File: config.mk
export PLATFORM = sky130hd
export DESIGN_NAME = pipe_stage_elastic
export DESIGN_NICKNAME = d
export VERILOG_FILES = /design/src/rtl/pipe_pkg.sv /design/src/rtl/pipe_elastic_buf.sv /design/src/rtl/pipe_stage_elastic.sv
export SDC_FILE = /design/constraint.sdc
export NUM_CORES = 1
export LEC_CHECK = 0
export ABC_AREA = 1
export CORE_MARGIN = 2
export CORE_UTILIZATION = 35
export DETAILED_ROUTE_END_ITERATION = 7
export GPL_ROUTABILITY_DRIVEN = 0
export MAX_ROUTING_LAYER = met4
export PLACE_DENSITY = 0.74
export SYNTH_ARGS = -nofsm -noshare
export SYNTH_HDL_FRONTEND = slang
export SYNTH_SLANG_ARGS = --single-unit
File: constraint.sdc
create_clock -name clk -period 1.5 [get_ports clk]
set_input_delay 0.225 -clock clk [delete_from_list [all_inputs] [get_ports clk]]
set_output_delay 0.225 -clock clk [all_outputs]
set_load 0.005 [all_outputs]
File: src/rtl/pipe_pkg.sv
// Shared pipeline-stage field layouts and the bubble control value.
package pipe_pkg;

    typedef struct packed {
        logic [31:0] rs1;
        logic [31:0] rs2;
        logic [31:0] imm;
        logic [6:0]  brc_input;
        logic [31:0] pc;
        logic [31:0] pc4;
        logic [4:0]  rd;
    } datapath_t;

    typedef struct packed {
        logic       reg_wr;
        logic [2:0] br_type;
        logic       sel_a;
        logic       sel_b;
        logic [3:0] alu_op;
        logic       mem_wr;
        logic       mem_rd;
        logic [2:0] mem_mask;
        logic [1:0] set_wb;
    } control_t;

    localparam int PIPE_DATA_W = $bits(datapath_t);
    localparam int PIPE_CTRL_W = $bits(control_t);

    localparam control_t CTRL_BUBBLE = '0;

endpackage

File: src/rtl/pipe_elastic_buf.sv
// Circular DEPTH-entry buffer for an elastic pipeline stage: storage, pointers, count.
module pipe_elastic_buf
    import pipe_pkg::*;
#(
    parameter  int DATA_W   = PIPE_DATA_W,
    parameter  int CTRL_W   = PIPE_CTRL_W,
    parameter  int DEPTH    = 2,
    localparam int PTR_W    = $clog2(DEPTH),
    localparam int CNT_BITS = $clog2(DEPTH + 1)
) (
    input  logic                clk,
    input  logic                reset_n,
    input  logic                clr,
    input  logic                push,
    input  logic                pop,
    input  logic [DATA_W-1:0]   wr_data,
    input  logic [CTRL_W-1:0]   wr_ctrl,
    output logic [DATA_W-1:0]   rd_data,
    output logic [CTRL_W-1:0]   rd_ctrl,
    output logic [CNT_BITS-1:0] count
);

    logic [DATA_W-1:0]   mem_data_q [DEPTH];
    logic [CTRL_W-1:0]   mem_ctrl_q [DEPTH];
    logic [PTR_W-1:0]    rd_ptr_q, rd_ptr_d;
    logic [PTR_W-1:0]    wr_ptr_q, wr_ptr_d;
    logic [CNT_BITS-1:0] count_q, count_d;

    always_comb begin
        rd_ptr_d = rd_ptr_q;
        wr_ptr_d = wr_ptr_q;
        count_d  = count_q;
        if (clr) begin
            rd_ptr_d = '0;
            wr_ptr_d = '0;
            count_d  = '0;
        end else begin
            // Pointers are exactly log2(DEPTH) wide, so they wrap for free.
            if (push) wr_ptr_d = wr_ptr_q + PTR_W'(1);
            if (pop)  rd_ptr_d = rd_ptr_q + PTR_W'(1);
            if (push && !pop)      count_d = count_q + CNT_BITS'(1);
            else if (pop && !push) count_d = count_q - CNT_BITS'(1);
        end
    end

    always_ff @(posedge clk or negedge reset_n) begin
        if (!reset_n) begin
            rd_ptr_q <= '0;
            wr_ptr_q <= '0;
            count_q  <= '0;
        end else begin
            rd_ptr_q <= rd_ptr_d;
            wr_ptr_q <= wr_ptr_d;
            count_q  <= count_d;
        end
    end

    always_ff @(posedge clk or negedge reset_n) begin
        if (!reset_n) begin
            for (int i = 0; i < DEPTH; i++) begin
                mem_data_q[i] <= '0;
                mem_ctrl_q[i] <= '0;
            end
        end else if (push && !clr) begin
            mem_data_q[wr_ptr_q] <= wr_data;
            mem_ctrl_q[wr_ptr_q] <= wr_ctrl;
        end
    end

    assign rd_data = mem_data_q[rd_ptr_q];
    assign rd_ctrl = mem_ctrl_q[rd_ptr_q];
    assign count   = count_q;

endmodule

File: src/rtl/pipe_stage_elastic.sv
// Elastic pipeline-stage register with stall/flush gating and bubble-masked control.
// Define PIPE_PERF_EN to build the saturating stall_cycles / flush_count counters.
module pipe_stage_elastic
    import pipe_pkg::*;
#(
    parameter  int DATA_W = PIPE_DATA_W,
    parameter  int CTRL_W = PIPE_CTRL_W,
    parameter  int DEPTH  = 2,
    parameter  int CNT_W  = 32,
    localparam int OCC_W  = $clog2(DEPTH + 1)
) (
    input  logic              clk,
    input  logic              reset_n,
    input  logic              stall,
    input  logic              flush,
    input  logic              in_valid,
    output logic              in_ready,
    input  logic [DATA_W-1:0] in_data,
    input  logic [CTRL_W-1:0] in_ctrl,
    output logic              out_valid,
    input  logic              out_ready,
    output logic [DATA_W-1:0] out_data,
    output logic [CTRL_W-1:0] out_ctrl,
    output logic [OCC_W-1:0]  occupancy,
    output logic [CNT_W-1:0]  stall_cycles,
    output logic [CNT_W-1:0]  flush_count
);

    logic [OCC_W-1:0]  count;
    logic [CTRL_W-1:0] head_ctrl;
    logic              push, pop;

    // in_ready deliberately ignores out_ready: a full stage never fills on a same-cycle pop.
    assign in_ready  = reset_n & (count < OCC_W'(DEPTH)) & ~stall & ~flush;
    assign out_valid = (count != '0) & ~stall & ~flush;
    assign push      = in_valid & in_ready;
    assign pop       = out_valid & out_ready;

    pipe_elastic_buf #(
        .DATA_W (DATA_W),
        .CTRL_W (CTRL_W),
        .DEPTH  (DEPTH)
    ) u_buf (
        .clk     (clk),
        .reset_n (reset_n),
        .clr     (flush),
        .push    (push),
        .pop     (pop),
        .wr_data (in_data),
        .wr_ctrl (in_ctrl),
        .rd_data (out_data),
        .rd_ctrl (head_ctrl),
        .count   (count)
    );

    // A bubble must never carry reg_wr or mem_wr downstream.
    assign out_ctrl  = out_valid ? head_ctrl : CTRL_W'(CTRL_BUBBLE);
    assign occupancy = count;

`ifdef PIPE_PERF_EN
    logic [CNT_W-1:0] stall_cycles_q, flush_count_q;

    always_ff @(posedge clk or negedge reset_n) begin
        if (!reset_n) begin
            stall_cycles_q <= '0;
            flush_count_q  <= '0;
        end else begin
            if (stall && (stall_cycles_q != '1)) stall_cycles_q <= stall_cycles_q + CNT_W'(1);
            if (flush && (flush_count_q != '1))  flush_count_q  <= flush_count_q + CNT_W'(1);
        end
    end

    assign stall_cycles = stall_cycles_q;
    assign flush_count  = flush_count_q;
`else
    assign stall_cycles = '0;
    assign flush_count  = '0;
`endif

endmodule

==> summary.md <==
| Metric | Value |
|---|---|
| Cell type group with the largest total delay on the critical path | `buffers and inverters` |
| Port Buffer Count | `slightly below 400` |
| Sink Count | `roughly 380` |
| Final period util | `164%` |
| Ratio of total power to cell area | `about 1600 mW/mm²` |
| Sequential area share after synthesis | `a little over half` |
| Synthesis Warnings | `0` |
| Synthesis-stage register bit count | `about 380` |
| Max-slew headroom | `approximately 50%` |
| Max rail drop VDD | `0.000997 V` |
| Critical-path maximum fanout | `40` |
| CTS root buf | `sky130_fd_sc_hd__clkbuf_16` |
| Floorplan die area | `roughly 0.052 mm²` |
| R2r worst-path depth | `8` |
| CP max-delay cell | `sky130_fd_sc_hd__clkdlybuf4s50_1` |
| Cell area after synthesis | `between 0.015 and 0.02 mm²` |
| Fraction of layout instances using a drive strength above 1 | `about 13%` |
| Dpl cell area | `0.0226 mm²` |
| Clock buffers created by TritonCTS | `43` |
| Setup bufs post-CTS | `0` |
| GR Util met1 | `about a quarter` |
| Setup repair after global routing missed its margin | `true` |
| Worst-path clk slew | `~60 ps` |
| Switching power share of the total | `between 30% and 40%` |
| Number of H-tree levels | `2` |
| Number of global-route vias before repair | `around 16000` |
| Number of buffers on the longest clock path | `3` |
| Number of endpoints failing setup at the final stage | `568` |
| Violations in the final reports | `setup timing` |
| Cell-internal power | `roughly 27 mW` |
| Top area cells in the synthesized netlist | `sky130_fd_sc_hd__dfrtp_1 54%, sky130_fd_sc_hd__nand2_1 17%, sky130_fd_sc_hd__o21ai_0 10%` |
| Endpoints failing hold | `0` |
| Most common library cell in the layout ignoring fill and taps | `sky130_fd_sc_hd__nand2_1` |
| Count of buffering cells on the critical path with inverters included | `3` |
| CTS tree | `built` |
| Reg2reg setup slack | `-240 ps` |
| Setup ws final | `-962 ps` |
| Launch instance of the worst register-to-register path | `u_buf.count[1]` |
| Hold wc startpoint | `in_data[18]` |
| Library cell occupying the most area in the post-synthesis netlist | `sky130_fd_sc_hd__dfrtp_1` |
| Met2 track utilization from global routing | `about 31%` |
| Clock latency reported for the late side of the worst-skew pair | `roughly 560 ps` |
| Distinct cell type count after synthesis | `21` |
| Cells after Synth | `~2200` |
| Global routing usage on met3 | `around 5%` |
| Design Area, Final | `0.0242 mm²` |
| Horizontal extent of the die | `around 230 µm` |
| Post-route antenna net violation count | `0` |
| HPWL after detailed placement | `35.5 mm` |
| Wire length of the first global-routing pass | `between 80 and 90 mm` |
| Share of total power in the clock network | `between 20% and 30%` |
| Worst-case hold path end point | `u_buf.mem_data_q[18]` |
| Post-Syn Area per Cell | `slightly above 8 µm²` |
| WP data required | `~1300 ps` |
| Core utilization of the finished layout | `between 40% and 50%` |
| Data arrival time of the worst path | `2240 ps` |
| Synth top area share | `a little over half` |
| Clock Skew | `19.8 ps` |
| Fillcell total | `4606` |
| Effective utilization at floorplan | `a little over a third` |
| Number of I/O pins | `between 400 and 500` |
| Number of DRC markers in iteration 0 | `approximately 1300` |
| Growth of design area from synthesis to finish | `37.4%` |
| Sum Neg Setup Slack | `-181510 ps` |
| Maximum number of pins on one net before global-route repair | `around 130` |
| Longest individual stage delay on the worst path | `between 500 and 600 ps` |
| Net switching power of the design | `about 12 mW` |
| Critical path endpoint category | `output port` |
| Routed via count | `15700` |
| Final nets | `around 2800` |
| Placeable core area | `roughly 0.05 mm²` |
| Post-Route WL | `around 51 mm` |
| Standard-cell row count | `slightly above 80` |
| Critical path cell sequence | `buf_12 -> buf_4 -> nand2_1 -> o21ai_0 -> clkdlybuf4s50_1` |
| Overall routing resource usage | `between 10% and 20%` |
| Tightest Pin Transition | `between 700 and 800 ps` |
| Result of the run | `finished, violations left` |
| Die extent in y | `228 µm` |
| Sequential share of power | `roughly 39%` |
| Cell depth of the worst min-delay path | `3` |
| Leading cell types in the layout, fill and taps excluded | `799 x sky130_fd_sc_hd__nand2_1, 381 x sky130_fd_sc_hd__dfrtp_1, 301 x sky130_fd_sc_hd__clkdlybuf4s50_1, 267 x sky130_fd_sc_hd__o21ai_0, 211 x sky130_fd_sc_hd__o21ai_1` |
| Upper clock frequency limit | `between 400 and 500 MHz` |
| Overflow left after global routing | `0` |
| Total count of max-transition violations in the final report | `0` |
| Endpoint of the worst-slack reg-to-reg timing path | `u_buf.mem_data_q[51]` |
| Worst min-delay path class | `input port to register` |
| DRC | `0` |
| DR vias/cell | `4.81` |
| Crit start category | `register` |
| Static power due to leakage | `approximately 12 nW` |
| Max-cap violations | `0` |
| Comb pwr share | `a little over a third` |
| Final critical delay including setup and external delays | `2460 ps` |
| Busiest layer in global routing | `met2` |
| Category of the critical setup timing path | `register to output port` |
| Iteration count of the initial detailed-routing pass | `5` |
| Number of antenna violations at the first check in global routing | `6` |
| Post-DR wirelength/cell | `approximately 16 µm` |
-- worst max-delay path by stage --
| stage | cells past startpoint | to | from |
|---|---|---|---|
| floorplan | 9 | u_buf.mem_data_q[260] | u_buf.count[1] |
| detailed placement | 6 | out_ctrl[13] | flush |
| CTS | 6 | out_data[93] | u_buf.rd_ptr_q |
| global route | 5 | out_data[20] | u_buf.rd_ptr_q |
| global placement | 6 | out_ctrl[5] | flush |
| finish | 5 | out_data[20] | u_buf.rd_ptr_q |
-- synthesized netlist by cell type, drive strengths merged --
| cell | number |
|---|---|
| nand2 | 824 |
| nor2 | 5 |
| dfrtp | 382 |
| inv | 179 |
| clkbuf | 81 |
| clkinv | 1 |
| buf | 127 |
| o21ai | 534 |
| a21oi | 18 |
| nand3 | 6 |
| conb | 1 |
-- cell type report --
type                    count  area (µm²)  share of cell area [%]
diodes                      6        15.0                  0.0621
clock inverters            13         138                   0.569
flip-flops and latches    382        9560                    39.5
multi-input cells        1451        6500                    26.9
repair buffers            505        5230                    21.6
well taps                 672         841                    3.48
clock buffers              62        1230                    5.08
inverters                 180         679                    2.81
-- registers in the layout, summed over array words and instances (netlist names) --
name / count
u_buf.mem_data_q: 344
u_buf.mem_ctrl_q: 34
u_buf.count: 2
u_buf.rd_ptr_q: 1
u_buf.wr_ptr_q: 1
-- repair_timing --
action	4_1_cts	5_1_grt
pin swaps	2	1
hold buffers	1	0
endpoints found under the setup margin	572	573
hold endpoints to repair	27	0
gates resized for setup	244	104
-- routing by layer --
layer / share of wire, % / vias to the layer above
met5: 0 / -
met2: 47 / 607
li1: - / 7486
met1: 42 / 7522
met3: 7.6 / 105
met4: 2.9 / 0
-- power by group through the flow --
stage | registers [mW] | clock network (mW) | logic, mW
2_1_floorplan | 14.7 | 0 | 5.77
3_3_place_gp | 14.9 | 0 | 13.3
3_5_place_dp | 15.1 | 0 | 13.6
4_1_cts | 14.9 | 10.5 | 13.8
5_1_grt | 15.3 | 11.0 | 15.0
6_report | 15.0 | 10.3 | 13.6
-- through the flow --
step           power, mW  hold slack (ps)  worst slack [ps]  instances
2_1_floorplan       20.5            -70.6              14.6       2221
3_3_place_gp        28.2              264              -718       3189
3_5_place_dp        28.7              266              -679       3189
4_1_cts             39.3              191             -1010       3265
5_1_grt             41.3              203             -1080       3271
6_report            38.9              227              -962       3271
-- tightest hold or removal path: stages --
cell and delay, ps:
sky130_fd_sc_hd__clkdlybuf4s50_1 420, sky130_fd_sc_hd__nand2_1 70, sky130_fd_sc_hd__nand2_1 40
-- logic make-up after synthesis --
kind of cell           after synthesis  synth area share, %
buffers and inverters              388                 11.3
other                                1               0.0213
AOI/OAI and AO/OA                  552                 16.1
and+or+nand+nor                    835                 18.3
DFF                                382                 54.3
No activity file was read; power rests on OpenSTA's default activity.
